===== config.mk =====
export PLATFORM = sky130hd
export DESIGN_NAME = gelato_fetch_scheduler
export DESIGN_NICKNAME = d
export VERILOG_FILES = /design/src/rtl/gelato_fetch_scheduler.sv
export SDC_FILE = /design/constraint.sdc
export NUM_CORES = 1
export LEC_CHECK = 0
export BUFFER_PORTS_ARGS = -buffer_cell sky130_fd_sc_hd__buf_4
export CORE_MARGIN = 2
export CORE_UTILIZATION = 37
export CTS_CLUSTER_DIAMETER = 50
export CTS_CLUSTER_SIZE = 16
export DETAILED_ROUTE_END_ITERATION = 7
export GPL_TIMING_DRIVEN = 0
export HOLD_SLACK_MARGIN = 0.08
export PLACE_DENSITY = 0.86
export SYNTH_ARGS = -nofsm -noshare
export SYNTH_HDL_FRONTEND = slang
export SYNTH_SLANG_ARGS = --single-unit

===== constraint.sdc =====
create_clock -name clk -period 1.75 [get_ports clk]
set_input_delay 0.35 -clock clk [delete_from_list [all_inputs] [get_ports clk]]
set_output_delay 0.35 -clock clk [all_outputs]
set_load 0.05 [all_outputs]

===== src/rtl/gelato_fetch_scheduler.sv =====
// Fetch scheduler: each cycle picks one eligible warp round-robin and issues its
// PC to the fetch stage through a valid/ready register slice. An issued warp stays
// busy until the split table re-activates it.
//
// Ports:
//   clk, rst_n         clock, asynchronous active-low reset
//   rdy                global enable; all state holds when low
//   pc_valid, pc       per-warp PC-table entries (warp i at [i*PC_W +: PC_W])
//   split_num          per-warp split-table entry index, packed like pc
//   activate_valid     clear busy for activate_warp_num
//   fetch_*            registered fetch request, valid/ready handshake
//   busy_mask          warps issued and awaiting activate
module gelato_fetch_scheduler #(
  parameter int unsigned WARP_NUM = 4,
  parameter int unsigned WARP_W   = 2,
  parameter int unsigned PC_W     = 32,
  parameter int unsigned SPLIT_W  = 2
) (
  input  logic                        clk,
  input  logic                        rst_n,
  input  logic                        rdy,
  input  logic [WARP_NUM-1:0]         pc_valid,
  input  logic [WARP_NUM*PC_W-1:0]    pc,
  input  logic [WARP_NUM*SPLIT_W-1:0] split_num,
  input  logic                        activate_valid,
  input  logic [WARP_W-1:0]           activate_warp_num,
  output logic                        fetch_valid,
  input  logic                        fetch_ready,
  output logic [PC_W-1:0]             fetch_pc,
  output logic [WARP_W-1:0]           fetch_warp_num,
  output logic [SPLIT_W-1:0]          fetch_split_num,
  output logic [WARP_NUM-1:0]         busy_mask
);

  logic [PC_W-1:0]    pc_arr    [WARP_NUM];
  logic [SPLIT_W-1:0] split_arr [WARP_NUM];
  logic [WARP_NUM-1:0] elig;
  logic [WARP_NUM-1:0] busy_nxt;
  logic [WARP_W-1:0]   rr_ptr;
  logic [WARP_W-1:0]   idx;
  logic [WARP_W-1:0]   sel_warp;
  logic                sel_found;
  logic                can_load;

  // Unpack the flat per-warp buses so they can be indexed by warp number
  always_comb begin
    for (int i = 0; i < int'(WARP_NUM); i++) begin
      pc_arr[i]    = pc[i*PC_W +: PC_W];
      split_arr[i] = split_num[i*SPLIT_W +: SPLIT_W];
    end
  end

  assign elig     = pc_valid & ~busy_mask;
  assign can_load = ~fetch_valid | fetch_ready;

  // Round-robin search from rr_ptr; first eligible warp wins
  always_comb begin
    sel_found = 1'b0;
    sel_warp  = '0;
    idx       = '0;
    for (int k = 0; k < int'(WARP_NUM); k++) begin
      idx = rr_ptr + WARP_W'(k);
      if (!sel_found && elig[idx]) begin
        sel_found = 1'b1;
        sel_warp  = idx;
      end
    end
  end

  // Activate clears first, then issue sets; a same-cycle pair never collides on a busy warp
  always_comb begin
    busy_nxt = busy_mask;
    if (activate_valid) busy_nxt[activate_warp_num] = 1'b0;
    if (can_load && sel_found) busy_nxt[sel_warp] = 1'b1;
  end

  // Output slice, busy tracking and round-robin pointer
  always_ff @(posedge clk or negedge rst_n) begin
    if (!rst_n) begin
      fetch_valid     <= 1'b0;
      fetch_pc        <= '0;
      fetch_warp_num  <= '0;
      fetch_split_num <= '0;
      busy_mask       <= '0;
      rr_ptr          <= '0;
    end else if (rdy) begin
      busy_mask <= busy_nxt;
      if (can_load) begin
        fetch_valid <= sel_found;
        if (sel_found) begin
          fetch_pc        <= pc_arr[sel_warp];
          fetch_split_num <= split_arr[sel_warp];
          fetch_warp_num  <= sel_warp;
          rr_ptr          <= sel_warp + WARP_W'(1);
        end
      end
    end
  end

endmodule

==> metrics.md, run 1 <==
| Metric | Value |
|---|---|
| Die height | 88.6 um |
| Critical path arrival | 2.06 ns |
| Pin count of the biggest net entering global routing | 44 |
| IO Pins | 188 |
| Full die area | 7840 sq um |
| Yosys Warn Count | 0 |
| Max-cap viol count | 0 |
| Fmax | 0.524 GHz |
| Total power per unit cell area | 1940 nW/um^2 |
| Psw | 4.35 mW |
| Rel. slew slack | 62.0% |
| Maximum VDD drop | 0.818 mV |
| Drt first-iter violations | 177 |
| Total core area | 6870 sq um |
| Setup TNS | -3.61 ns |
| Clock Power Share | 7.3% |
| Commonest cells in the netlist | 69 x mux2i_1, 43 x dfrtp_1, 42 x nand2_1 |
| Pint | 4.74 mW |
| Number of synthesized flops with an enable pin | 0 |
| Antenna Violating Nets Remaining | 0 |
| Required time worst endpoint | 1.90 ns |
| Ant. Diodes | 0 |
| GR Util All Layers | 22.3% |
| Fin crit share | 109% |
| Pleak | 2.32 nW |
| CP Launch Type | flop |
| Routed WL per cell | 17.6 um |
| Worst path cell trace | nand2b_4, a21o_1, o22ai_4, buf_12, buf_12, mux2i_1, o221ai_1 |
| First-pass GRT wire length | 13.4 mm |
| Site row count | 30 |
| Reg2reg setup slack | -0.16 ns |
| Post-layout minimum cycle time | 1.91 ns |
| Hold path endpoint | busy_mask[1] |
| Instance count of the mapped netlist | 246 |
| HP Class | in -> reg |
| Mapped cell area | 2650 sq um |
| Avg Inst Size Synth | 10.8 sq um |
| Initial antenna violation count | 0 |
| Sequential cell area fraction in the yosys report | 40.7% |
| Hold Startpoint | activate_warp_num[1] |
| Nets | 601 |
| Final Slew Violations | 0 |
| GRT overflow | 0 |
| Yosys cell types | 33 |
| Ratio of cells with drive above 1 in the final layout | 58.0% |
| Area leader, netlist | dfrtp_1 |
| Share of the synthesized area in the top cell type | 40.7% |
| Critical Path Slowest Stage Cell | dfrtp_2 |
| Final Hold Fails | 0 |
| Clock sink total | 43 |
| FF+latch count, synth | 43 |
| TritonCTS buffer count | 5 |
| Leading post-synthesis cells by cell area | dfrtp_1 41%, mux2i_1 26%, o221ai_1 11%, nand2_1 6.0%, buf_6 3.4% |
| Final Instance Area | 4700 sq um |
| Nature of the critical path endpoint | flop |
| Top delay family on crit path | compound AO/OA/AOI/OAI gates |
| Worst path buffer plus inverter count | 2 |
| Via count | 2915 |
| DRC Markers | 0 |
| Clk_skew | 0.0135 ns |
| Status | complete, but fails checks |
| Die W | 88.6 um |
| Worst Path Max Fanout | 10 |
| Initial Util | 38.5% |
| Clk buf depth | 2 |
| Reg2reg end | fetch_pc[5] |
| Vias/cell | 5.29 |
| Final worst setup slack | -0.158 ns |
| RR Startpoint | busy_mask[1] |
| CP dominant cell by count | buf_12 |
| Slew at the pin closest to its max-slew limit | 0.570 ns |
| Top FF cell, synth | dfrtp_1 |
| Switching share of power | 47.8% |
| Vias in the first global route | 2855 |
| H-tree levels | 2 |
| Root Buffer | clkbuf_8 |
| Drt first pass iters | 4 |
| Routed WL | 9.69 mm |
| Count leader, synth | mux2i_1 |
| Setup-failing EPs final | 34 |
| Critical path's largest stage delay | 0.46 ns |
| Asr flop ratio synth | 100% |
| Clock slew at reported path FFs | 0.09 ns |
| Net Count, Synth | 393 |
| Placed Area | 4220 sq um |
| # port buffers | 187 |
| R2R depth | 7 |
| Layout overhead on the synthesized area | 77.6% |
| Seq pwr share | 19.8% |
| RSZ-0062 raised after global routing | yes |
| DP HPWL | 6.94 mm |
| Hold Path Depth | 3 |
| Later-pin clock latency in the skew report | 0.29 ns |
| Routability Congestion | 0.801 |
| Combinational Power Share | 72.9% |
| Violated checks | setup timing |
| Crit Path Class | reg -> reg |
| TritonCTS clock tree | done |
-- power by group through the flow --
stage | Sequential (mW) | Clock, mW | Combinational [mW]
after global placement | 1.78 | 0 | 5.48
final | 1.80 | 0.661 | 6.63
after floorplan | 3.33 | 0 | 2.43
after CTS | 1.79 | 0.684 | 5.88
after global routing | 1.86 | 0.730 | 6.96
after detailed placement | 1.81 | 0 | 5.58
-- logic make-up (layout without fill, tap and decap cells) --
family          count (synthesis)  count (layout)  share of synthesized area [%]
compound gates                 56              56                           17.6
xor+xnor                        1               1                          0.331
buf+inv                        20             229                           5.68
flops                          43              43                           40.7
mux                            69              69                           26.1
simple gates                   57              57                           9.60
-- cell type report --
type | count | area, sq um
fill | 561 | 2170
multi-input combinational | 183 | 1600
timing repair buffer | 201 | 1560
sequential | 43 | 1080
buffer | 18 | 234
tap | 96 | 120
clock buffer | 7 | 86.3
inverter | 2 | 7.51
clock inverter | 1 | 5.00
-- stage by stage --
stage	power, mW	instances	hold slack, ns	utilization, %	setup slack [ns]
detailed placement	7.39	529	0.385	61.4	-0.350
finish	9.10	551	0.352	68.4	-0.158
global placement	7.26	529	0.373	61.4	-0.273
global route	9.55	551	0.345	68.4	-0.222
CTS	8.36	543	0.302	64.6	-0.108
floorplan	5.77	246	0.0544	-	-0.0290
-- routing by layer --
| layer | routed length (um) | vias to the layer above | GRT usage [%] |
|---|---|---|---|
| met5 | 0 | - | 0 |
| met4 | 165 | 0 | 4.96 |
| met3 | 728 | 15 | 4.57 |
| met2 | 5300 | 153 | 42.4 |
| met1 | 3500 | 1390 | 25.4 |
| li1 | - | 1357 | - |
-- worst register-to-register path, delay by kind of cell (launching register included) --
family / cells / cell delay [ns]
compound gates: 3 / 0.57
buf+inv: 2 / 0.33
flops: 1 / 0.46
mux: 1 / 0.24
simple gates: 1 / 0.17
-- timing repair --
item	4_1_cts	5_1_grt
gates resized for setup	18	34
endpoints found under the setup margin	39	42
pin swaps	2	3
gates cloned	0	3
hold buffers	1	0
buffers inserted	5	5
hold endpoints to repair	43	0
-- how the worst max path moves through the flow --
stage                             from           to  slack (ns)  cells after the start
after global routing      busy_mask[1]  fetch_pc[5]       -0.22                      7
after global placement     pc_valid[1]  fetch_pc[7]       -0.27                      7
after detailed placement   pc_valid[1]  fetch_pc[7]       -0.35                      7
after CTS                 busy_mask[3]  fetch_pc[3]       -0.11                      7
final                     busy_mask[1]  fetch_pc[5]       -0.16                      7
after floorplan           busy_mask[0]  fetch_pc[0]       -0.03                      7
-- placed cells by master (no fill, tap or decap), drive strengths merged, types with 3 or more instances in the layout --
| cell type | synthesis | final |
|---|---|---|
| o21ai | 7 | 7 |
| nand2b | 3 | 3 |
| o221ai | 34 | 34 |
| nand2 | 44 | 44 |
| nor2b | 4 | 4 |
| clkbuf | 2 | 12 |
| a21o | 3 | 3 |
| mux2i | 69 | 69 |
| buf | 16 | 213 |
| dfrtp | 43 | 43 |
-- flip-flops by register name, summed over array words and instances, names as in the netlist --
name             count
fetch_pc            32
busy_mask            4
fetch_split_num      2
fetch_warp_num       2
rr_ptr               2
fetch_valid          1
Note: power is estimated with default switching activity, not from simulation.
==> run 2: changes to the inputs <==
- CORE_ASPECT_RATIO: default -> 1.5
==> run 2 against run 1 <==
- the flow still finishes with violations (setup timing)
- power shrank 7.3%
- critical path depth stayed put
- wire length down 6.1%
- non-clock buffer count fell by 8
- first-iteration DRC count fell by 25%
- largest cell class unchanged
- largest power group unchanged
==> metrics.md, run 2 (same netlist as run 1, synthesis figures left out) <==
| Metric | Value |
|---|---|
| Status | complete, but fails checks |
| Violated checks | setup timing |
| Pleak | 2.24 nW |
| TritonCTS buffer count | 5 |
| Full die area | 7860 sq um |
| Crit Path Class | reg -> reg |
| Total core area | 6900 sq um |
| Root Buffer | clkbuf_8 |
| Worst path cell trace | or3b_4, o21ai_2, o22ai_2, buf_6, buf_8, mux2i_2, o221ai_1 |
| Drt first pass iters | 5 |
| Die height | 108 um |
| Pint | 4.32 mW |
| Fin crit share | 104% |
| Psw | 4.11 mW |
| Rel. slew slack | 62.6% |
| DP HPWL | 7.22 mm |
| Fin cells | 525 |
| Largest regs | fetch_pc: 32 flops, busy_mask: 4 flops |
| Most flop-heavy register | fetch_pc |
| HP Class | in -> reg |
| Ant. Diodes | 0 |
| Routability Congestion | 0.856 |
| Critical Path Slowest Stage Cell | dfrtp_2 |
| IO Pins | 188 |
| Die W | 73.0 um |
| Max-cap viol count | 0 |
| Final Slew Violations | 0 |
| Routed WL per cell | 17.3 um |
| Placed Area | 4200 sq um |
| Switching share of power | 48.8% |
| Place WS | -0.317 ns |
| Most common cell after layout, fill and taps aside | buf_4 |
| Ratio of cells with drive above 1 in the final layout | 55.3% |
| Critical path arrival | 1.98 ns |
| Clock Power Share | 8.1% |
| Routed WL | 9.10 mm |
| DRC Markers | 0 |
| RSZ-0062 raised after global routing | yes |
| Nature of the critical path endpoint | flop |
| Maximum VDD drop | 0.986 mV |
| Post-layout minimum cycle time | 1.83 ns |
| Final Hold Fails | 0 |
| Worst Path Max Fanout | 10 |
| Initial antenna violation count | 0 |
| Layout overhead on the synthesized area | 68.7% |
| Site row count | 37 |
| Most frequent cells in the layout | 200 x buf_4, 58 x mux2i_1, 42 x nand2_1, 38 x dfrtp_1, 34 x o221ai_1 |
| Required time worst endpoint | 1.90 ns |
| GR Util All Layers | 22.4% |
| Clk buf depth | 2 |
| GRT overflow | 0 |
| Clk_skew | 0.00336 ns |
| CP Launch Type | flop |
| H-tree levels | 2 |
| Pin count of the biggest net entering global routing | 44 |
| First-pass GRT wire length | 13.8 mm |
| Vias in the first global route | 2960 |
| Tot Pwr | 8.43 mW |
| # port buffers | 187 |
| Initial Util | 38.3% |
| Setup TNS | -1.11 ns |
| Antenna Violating Nets Remaining | 0 |
| Via count | 2892 |
| Drt first-iter violations | 132 |
| Clock sink total | 43 |
| Clock slew at reported path FFs | 0.08 ns |
| Combinational Power Share | 70.5% |
| Largest register FFs | 32 |
| Seq pwr share | 21.3% |
| Later-pin clock latency in the skew report | 0.29 ns |
| Slew at the pin closest to its max-slew limit | 0.561 ns |
| Nets | 593 |
| Worst hold margin | 0.336 ns |
| Final Instance Area | 4460 sq um |
| Final worst setup slack | -0.0756 ns |
| Inst Count DP | 511 |
| Total power per unit cell area | 1890 nW/um^2 |
| Fmax | 0.548 GHz |
| TritonCTS clock tree | done |
| Vias/cell | 5.51 |
| Critical path's largest stage delay | 0.42 ns |
| Setup-failing EPs final | 33 |
| Final core area utilization | 64.7% |
==> run 2: critical path: cells and delay by family, from the launching register on <==
family / cells / cell delay (ns)
buffers and inverters: 2 / 0.33
AND/OR/NAND/NOR: 1 / 0.41
AO/OA/AOI/OAI: 3 / 0.35
flip-flops: 1 / 0.42
multiplexers: 1 / 0.18
==> run 2: final timing paths <==
check                                           from           end  slack (ns)  cells past startpoint
worst max-delay path                       rr_ptr[0]  fetch_pc[31]       -0.08                      7
worst min-delay path            activate_warp_num[1]  busy_mask[1]        0.34                      3
worst max register to register             rr_ptr[0]  fetch_pc[31]       -0.08                      7
worst min register to register          fetch_pc[28]  fetch_pc[28]        0.49                      2
max in group asynchronous                      rst_n  busy_mask[2]        0.73                      2
min in group asynchronous                      rst_n  fetch_pc[28]        0.59                      2
==> run 2: cell type report <==
cell class | count | area [sq um]
flip-flops and latches | 43 | 1080
fillers | 582 | 2440
repair buffers | 193 | 1450
inverters | 2 | 7.51
plain buffers | 18 | 201
well taps | 78 | 97.6
clock buffers | 8 | 100
multi-input cells | 183 | 1520
==> run 2: what timing repair did <==
item	4_1_cts	5_1_grt
gates resized for setup	17	13
setup buffers	3	2
hold buffers	1	0
pin swaps	3	1
setup endpoints to repair	35	39
endpoints found under the hold margin	43	0
==> run 2: metal layers <==
metal / track usage [%] / vias to the layer above / wire [um]
met5: 0 / - / 0
met4: 5.82 / 0 / 157
met3: 4.40 / 18 / 468
met2: 42.5 / 105 / 5140
met1: 24.5 / 1437 / 3340
li1: - / 1332 / -
==> run 2: power groups by stage <==
stage | clock, mW | combinational [mW] | sequential, mW
after floorplan | 0 | 2.43 | 3.33
after global placement | 0 | 5.50 | 1.80
after detailed placement | 0 | 5.58 | 1.81
after CTS | 0.702 | 5.83 | 1.79
after global routing | 0.755 | 6.25 | 1.86
final | 0.687 | 5.94 | 1.80
